===== config.mk =====
export PLATFORM = sky130hd
export DESIGN_NAME = uart8_rx_controller
export DESIGN_NICKNAME = d
export VERILOG_FILES = /design/src/rtl/uart_rx_ctrl_pkg.sv /design/src/rtl/uart_byte_fifo.sv /design/src/rtl/uart8_rx_controller.sv
export SDC_FILE = /design/constraint.sdc
export NUM_CORES = 1
export LEC_CHECK = 0
export BUFFER_PORTS_ARGS = -buffer_cell sky130_fd_sc_hd__buf_2
export CORE_MARGIN = 2
export CORE_UTILIZATION = 60
export CTS_BUF_LIST = sky130_fd_sc_hd__clkbuf_16
export DETAILED_ROUTE_END_ITERATION = 7
export PLACE_DENSITY_LB_ADDON = 0.3
export SLEW_MARGIN = 15
export SYNTH_ARGS = -nofsm -noshare
export SYNTH_HDL_FRONTEND = slang
export SYNTH_SLANG_ARGS = --single-unit

===== constraint.sdc =====
create_clock -name clk -period 6.8 [get_ports clk]
set_clock_uncertainty 0.05 [all_clocks]
set_input_delay 1.02 -clock clk [delete_from_list [all_inputs] [get_ports clk]]
set_output_delay 1.02 -clock clk [all_outputs]
set_load 0.01 [all_outputs]

===== src/rtl/uart_rx_ctrl_pkg.sv =====
// ============================================================================
// Module   : uart_rx_ctrl_pkg
// Brief    : Shared state encoding and sizing helper for the UART8 RX controller
// Revision : 1.0
// ============================================================================
`default_nettype none

package uart_rx_ctrl_pkg;

    localparam logic [1:0] C_ST_OFF   = 2'd0;
    localparam logic [1:0] C_ST_ON    = 2'd1;
    localparam logic [1:0] C_ST_DRAIN = 2'd2;

    typedef enum logic [1:0] {
        ST_OFF   = C_ST_OFF,
        ST_ON    = C_ST_ON,
        ST_DRAIN = C_ST_DRAIN
    } rx_state_t;

    // Bits needed to index 'value' entries; a floor of 1 keeps vectors legal.
    function automatic int clog2(input int value);
        int r;
        r = 1;
        for (int i = 1; i < 31; i++) begin
            if ((1 << i) < value) begin
                r = i + 1;
            end
        end
        return r;
    endfunction

endpackage

`default_nettype wire


===== src/rtl/uart_byte_fifo.sv =====
// ============================================================================
// Module   : uart_byte_fifo
// Brief    : First-word-fall-through byte FIFO; head/valid derive from registers
// Revision : 1.0
// ============================================================================
`default_nettype none

module uart_byte_fifo
    import uart_rx_ctrl_pkg::*;
#(
    parameter int DEPTH = 4
) (
    input  logic       clk,
    input  logic       rst,
    input  logic       push,
    input  logic [7:0] push_data,
    input  logic       pop,
    output logic [7:0] head,
    output logic       valid,
    output logic       full
);

    localparam int             C_AW   = clog2(DEPTH);
    localparam logic [C_AW:0]  C_FULL = DEPTH[C_AW:0];

    logic [7:0]      r_mem [DEPTH];
    logic [C_AW-1:0] r_wr_ptr;
    logic [C_AW-1:0] r_rd_ptr;
    logic [C_AW:0]   r_count;
    logic            w_wr_en;
    logic            w_rd_en;

    assign valid   = (r_count != '0);
    assign full    = (r_count == C_FULL);
    assign w_rd_en = pop && valid;
    // A full FIFO still accepts a byte when the head leaves on the same tick.
    assign w_wr_en = push && (!full || w_rd_en);
    assign head    = valid ? r_mem[r_rd_ptr] : 8'h00;

    always_ff @(posedge clk) begin
        if (w_wr_en) begin
            r_mem[r_wr_ptr] <= push_data;
        end
    end

    always_ff @(posedge clk) begin
        if (rst) begin
            r_wr_ptr <= '0;
            r_rd_ptr <= '0;
            r_count  <= '0;
        end else begin
            if (w_wr_en) begin
                r_wr_ptr <= r_wr_ptr + 1'b1;
            end
            if (w_rd_en) begin
                r_rd_ptr <= r_rd_ptr + 1'b1;
            end
            case ({w_wr_en, w_rd_en})
                2'b10:   r_count <= r_count + 1'b1;
                2'b01:   r_count <= r_count - 1'b1;
                default: r_count <= r_count;
            endcase
        end
    end

endmodule

`default_nettype wire


===== src/rtl/uart8_rx_controller.sv =====
// ============================================================================
// Module   : uart8_rx_controller
// Brief    : Enable sequencing, byte capture, buffering and status for UART RX
// Revision : 1.0
// ============================================================================
`default_nettype none

module uart8_rx_controller
    import uart_rx_ctrl_pkg::*;
#(
    parameter int DEPTH       = 4,
    parameter int DRAIN_TICKS = 192,
    parameter int OFF_TICKS   = 2
) (
    input  logic       clk,
    input  logic       rst,
    input  logic       enable_req,
    output logic       rx_en,
    input  logic       rx_busy,
    input  logic       rx_done,
    input  logic       rx_err,
    input  logic [7:0] rx_data,
    output logic [7:0] out_data,
    output logic       out_valid,
    input  logic       out_ready,
    output logic       overflow,
    output logic [7:0] err_count,
    input  logic       clr_status,
    output logic       active
);

    localparam int C_OFF_W        = clog2(OFF_TICKS + 1);
    localparam int C_DRAIN_W      = clog2(DRAIN_TICKS);
    localparam int C_DRAIN_LAST_I = DRAIN_TICKS - 1;
    localparam logic [C_OFF_W-1:0]   C_OFF_MAX    = OFF_TICKS[C_OFF_W-1:0];
    localparam logic [C_DRAIN_W-1:0] C_DRAIN_LAST = C_DRAIN_LAST_I[C_DRAIN_W-1:0];

    rx_state_t            r_state;
    rx_state_t            w_state_nxt;
    logic                 w_active;
    logic [C_OFF_W-1:0]   r_off_cnt;
    logic [C_DRAIN_W-1:0] r_drain_cnt;
    logic                 r_done_q;
    logic                 r_err_q;
    logic                 r_overflow;
    logic [7:0]           r_err_count;
    logic                 w_push;
    logic                 w_pop;
    logic                 w_full;
    logic                 w_err_edge;

    always_ff @(posedge clk) begin
        if (rst) begin
            r_state <= ST_OFF;
        end else begin
            r_state <= w_state_nxt;
        end
    end

    always_comb begin
        w_state_nxt = r_state;
        w_active    = 1'b0;
        case (r_state)
            ST_OFF: begin
                if (enable_req && (r_off_cnt == C_OFF_MAX)) begin
                    w_state_nxt = ST_ON;
                end
            end
            ST_ON: begin
                w_active = 1'b1;
                if (!enable_req) begin
                    w_state_nxt = ST_DRAIN;
                end
            end
            ST_DRAIN: begin
                w_active = 1'b1;
                // A renewed request wins over finishing the shutdown.
                if (enable_req) begin
                    w_state_nxt = ST_ON;
                end else if (!rx_busy || (r_drain_cnt == C_DRAIN_LAST)) begin
                    w_state_nxt = ST_OFF;
                end
            end
            default: begin
                w_state_nxt = ST_OFF;
            end
        endcase
    end

    assign rx_en  = w_active;
    assign active = w_active;

    always_ff @(posedge clk) begin
        if (rst) begin
            r_off_cnt   <= '0;
            r_drain_cnt <= '0;
        end else begin
            if ((w_state_nxt == ST_OFF) && (r_state != ST_OFF)) begin
                r_off_cnt <= '0;
            end else if ((r_state == ST_OFF) && (r_off_cnt != C_OFF_MAX)) begin
                r_off_cnt <= r_off_cnt + 1'b1;
            end
            if ((w_state_nxt == ST_DRAIN) && (r_state != ST_DRAIN)) begin
                r_drain_cnt <= '0;
            end else if (r_state == ST_DRAIN) begin
                r_drain_cnt <= r_drain_cnt + 1'b1;
            end
        end
    end

    assign w_push     = rx_done && !r_done_q && w_active;
    assign w_err_edge = rx_err && !r_err_q && w_active;
    assign w_pop      = out_valid && out_ready;

    always_ff @(posedge clk) begin
        if (rst) begin
            r_done_q    <= 1'b0;
            r_err_q     <= 1'b0;
            r_overflow  <= 1'b0;
            r_err_count <= 8'h00;
        end else begin
            r_done_q <= rx_done;
            r_err_q  <= rx_err;
            if (clr_status) begin
                r_overflow  <= 1'b0;
                r_err_count <= 8'h00;
            end else begin
                if (w_push && w_full && !w_pop) begin
                    r_overflow <= 1'b1;
                end
                if (w_err_edge && (r_err_count != 8'hFF)) begin
                    r_err_count <= r_err_count + 1'b1;
                end
            end
        end
    end

    assign overflow  = r_overflow;
    assign err_count = r_err_count;

    uart_byte_fifo #(
        .DEPTH (DEPTH)
    ) u_fifo (
        .clk       (clk),
        .rst       (rst),
        .push      (w_push),
        .push_data (rx_data),
        .pop       (w_pop),
        .head      (out_data),
        .valid     (out_valid),
        .full      (w_full)
    );

endmodule

`default_nettype wire


==> flow_results.org <==
** Floorplan
- For this configuration, the core starts out at a cell density of a little under two thirds.
- Die H :: between 70 and 80 µm
- Top-level port count :: 36
- The die is around 73 µm wide.
- In this run the core area contains 24 standard-cell rows.
- The core region is around 4400 µm².
- The die covers around 5300 µm².

** STA
- RSZ-0062 raised after global routing :: no
- Setup TNS after final layout :: 0 ns
- For the pin with the worst max-slew slack, the measured transition is 0.908 ns.
- In this run the tightest slew margin relative to its limit is between 30% and 40%.
- Final-report setup violation count :: 0
- Number of hold-slack violations in the final timing report :: 0
- Fin crit share :: between 40% and 50%
- Final min period :: roughly 3 ns
- The number of pins exceeding their max-slew limit in the final report was 0.
- Based on the critical path, the design can be clocked at up to roughly 0.33 GHz.

** Clock network
- Once the clock tree was built, the resizer swapped 0 gates to a different size.
- No sink is reached through more buffers than the 2 on the longest clock path.
- CTS placed an instance of sky130_fd_sc_hd__clkbuf_16 at the clock tree root.
- Skew-Pair Late Insertion Delay :: 0.32 ns
- TritonCTS built the clock tree.
- For this design, the CTS-stage hold fixing added 0 buffers.
- CTS H-tree lvls :: 3
- After clock tree synthesis, the clock-pin slew on the worst setup and hold paths is 0.05 ns.
- In this run, CTS created clock tree buffers numbering 9.
- Post-CTS setup repair buffer count :: 0
- Number of clock sinks :: 64

** Placement
- Number of buffers inserted by port buffering :: 35
- Final RePlAce weighted congestion :: ~0.84
- Sum of net half-perimeters after detailed placement :: 3170 µm

** Synthesis
- Yosys printed 0 warnings.
- A synthesized cell averages approximately 12 µm².
- Library cells used by synthesis :: 42
- Netlist area before placement :: 2830 µm²
- The number of nets in the synthesized netlist is roughly 260.
- In the synthesized netlist, the number of instances is between 200 and 250.
- Sequential cells were found to cover between 50 and 60% of the synthesized design area.
- After synthesis the netlist holds a flip-flop and latch count of between 60 and 70.

** Power and ir drop
- Cell Pwr Density :: ~270 nW/µm²
- Summed over all cells, the static leakage comes to 1.26 nW.
- VDD sags by at most ~220 µV.
- Final total power :: 0.000900 W

** Routing
- Length of the first detailed-routing pass in iterations :: 4
- After detailed routing, the total wire length is a little under 5000 µm.
- In the final routed layout, each cell accounts on average for approximately 15 µm.
- Residual antenna-violating net count after detailed routing :: 0
- DRC viols :: 0
- DRT iter0 DRCs :: slightly below 100
- The routed layout has about 1800 vias.
- In the routed layout, each cell is associated on average with a via count of approximately 5.6.

** Hold path
- Tightest Hold Check Type :: reg2reg

** Outcome
- The run finished with clean final reports.

** Worst setup path
- The worst setup path is of the reg2reg kind.
- Data arrives at the worst endpoint at 3.19 ns.
- At the worst endpoint, the required time is 7.00 ns.
- STA classifies the critical path endpoint as a flip-flop.
- Startpoint types :: flip-flop
- In this run the worst path has a maximum fanout of 7.

** GRT
- Vias in the first global route :: roughly 1800
- For this run the aggregate overflow at the end of global routing stands at 0.
- Number of antenna violations at the first check in global routing :: 0
- In the global route stage, overall resource usage came out at roughly a fifth.
- Pin count of the biggest net entering global routing :: 17
- The first global-routing pass estimated 8160 µm of wire.

** Layout
- In the final layout, flip-flops and latches occupy 1600 µm².
- From synthesis to final layout, the design area changed by 15.6%.
- Fraction of final layout cells sized beyond drive strength 1 :: around 21%
- Multi-input gate area in the final layout :: 1130 µm²
- The number of antenna diodes in the final layout is 0.
- Number of fill cells in the layout :: 309
- For this run, the post-layout net count is just under 300.

** Flow run
- Across the run, the number of max-cap violations was 0.
-- through the flow --
step	setup WS (ns)	hold WS, ns	cell area (µm²)	std cells	utilization, %
floorplan	3.90	0.413	2830	232	-
global placement	3.63	0.429	3020	309	67.9
detailed placement	3.56	0.423	3020	309	67.9
CTS	3.78	0.449	3270	325	73.7
global route	3.56	0.486	3270	325	73.7
finish	3.81	0.451	3270	325	73.7
-- critical path: stages, from the launching register on --
cell                       delay, ns
sky130_fd_sc_hd__dfxtp_1        0.43
sky130_fd_sc_hd__inv_1          0.09
sky130_fd_sc_hd__ha_1           0.35
sky130_fd_sc_hd__nor4bb_1       0.81
sky130_fd_sc_hd__inv_1          0.10
sky130_fd_sc_hd__ha_1           0.24
sky130_fd_sc_hd__inv_1          0.08
sky130_fd_sc_hd__fa_1           0.18
sky130_fd_sc_hd__xor2_1         0.09
sky130_fd_sc_hd__or3_1          0.34
sky130_fd_sc_hd__a21oi_1        0.16
-- layout by cell type, fill, tap and decap left out, types with 2 or more instances in the layout --
master	instances
sky130_fd_sc_hd__nand3_1	6
sky130_fd_sc_hd__clkbuf_16	9
sky130_fd_sc_hd__a21oi_1	7
sky130_fd_sc_hd__and2_1	14
sky130_fd_sc_hd__buf_2	35
sky130_fd_sc_hd__o2111ai_1	3
sky130_fd_sc_hd__clkinv_1	3
sky130_fd_sc_hd__ha_1	12
sky130_fd_sc_hd__a211oi_1	2
sky130_fd_sc_hd__nor2_1	25
sky130_fd_sc_hd__and4_1	2
sky130_fd_sc_hd__edfxtp_1	32
sky130_fd_sc_hd__and3_1	2
sky130_fd_sc_hd__nand4_1	6
sky130_fd_sc_hd__o21ai_0	4
sky130_fd_sc_hd__dfxtp_1	32
sky130_fd_sc_hd__mux4_2	8
sky130_fd_sc_hd__nor2b_1	5
sky130_fd_sc_hd__or3_1	3
sky130_fd_sc_hd__o211ai_1	3
sky130_fd_sc_hd__inv_1	14
sky130_fd_sc_hd__xor2_1	13
sky130_fd_sc_hd__nand2_1	6
sky130_fd_sc_hd__mux2i_1	3
sky130_fd_sc_hd__xnor2_1	5
sky130_fd_sc_hd__a41oi_1	2
-- cell usage after synthesis, drive strengths merged --
library cell  instances  area, µm²
or4                   1       7.51
or3                   3       18.8
nand2                 6       22.5
or2                   1       6.26
mux4                  8        180
nand3                 6       30.0
nor4b                 1       8.76
inv                  12       45.0
dfxtp                32        641
and2                 14       87.6
nor2                 25       93.8
o211ai                3       22.5
a31oi                 1       6.26
nor4bb                1       10.0
nor3                  1       5.00
and3                  2       12.5
xnor2                 5       43.8
edfxtp               32        961
a21boi                1       7.51
a21oi                 7       35.0
and3b                 1       8.76
ha                   12        150
o21ai                 6       33.8
a41oi                 2       17.5
clkbuf                3       11.3
a211oi                2       15.0
o221ai                1       8.76
fa                    1       20.0
mux2i                 3       30.0
nor2b                 5       31.3
o2111ai               3       26.3
xor2                 13        114
a31o                  1       8.76
nand2b                1       6.26
a21o                  1       7.51
buf                   7       43.8
and4                  2       17.5
nand4                 6       37.5
-- path summary, 6_finish.rpt --
check,startpoint,endpoint,slack [ns],depth (start not counted)
setup / recovery,r_state[1],u_fifo.r_count[2],3.81,10
hold / removal,overflow,overflow,0.45,2
setup reg to reg,r_state[1],u_fifo.r_count[2],3.81,10
hold reg to reg,overflow,overflow,0.45,2
-- cells by family (layout without fill, tap and decap cells) --
family	after synthesis	in the layout	synth area share [%]
flip-flops	64	64	56.5
buffers and inverters	22	63	3.53
XOR/XNOR	18	18	5.57
AO/OA/AOI/OAI	28	28	6.67
AND/OR/NAND/NOR	76	76	14.3
multiplexers	11	11	7.42
adder cells (fa/ha/maj)	13	13	6.01
-- report_power, final --
part | switching, W | internal [W] | leakage [nW]
registers | 0.00000882 | 0.000417 | 0.547
clock network | 0.000150 | 0.000239 | 0.130
logic | 0.0000469 | 0.0000391 | 0.579
total | 0.000206 | 0.000694 | 1.26
-- flip-flops by register name (all words and copies together) (netlist names), 2 cells and up, named ones only --
register and flops:
u_fifo.r_count 3, u_fifo.r_rd_ptr 2, u_fifo.r_mem 32, r_off_cnt 2
u_fifo.r_wr_ptr 2, r_drain_cnt 8, err_count 8, r_state 2
-- per-layer routing --
layer	track usage, %	routed length [µm]	vias to the layer above
met5	0	0	-
met4	9.88	63	0
met3	7.46	302	7
met2	33.7	2330	59
met1	26.4	2200	847
li1	-	-	907
-- cell type report --
type,count,share of cell area (%)
sequential,64,48.9
multi-input combinational,146,34.5
clock buffer,9,6.88
timing repair buffer,35,5.35
tap,52,1.99
inverter,12,1.38
clock inverter,7,0.955
Power figures use the tool's default switching activity.
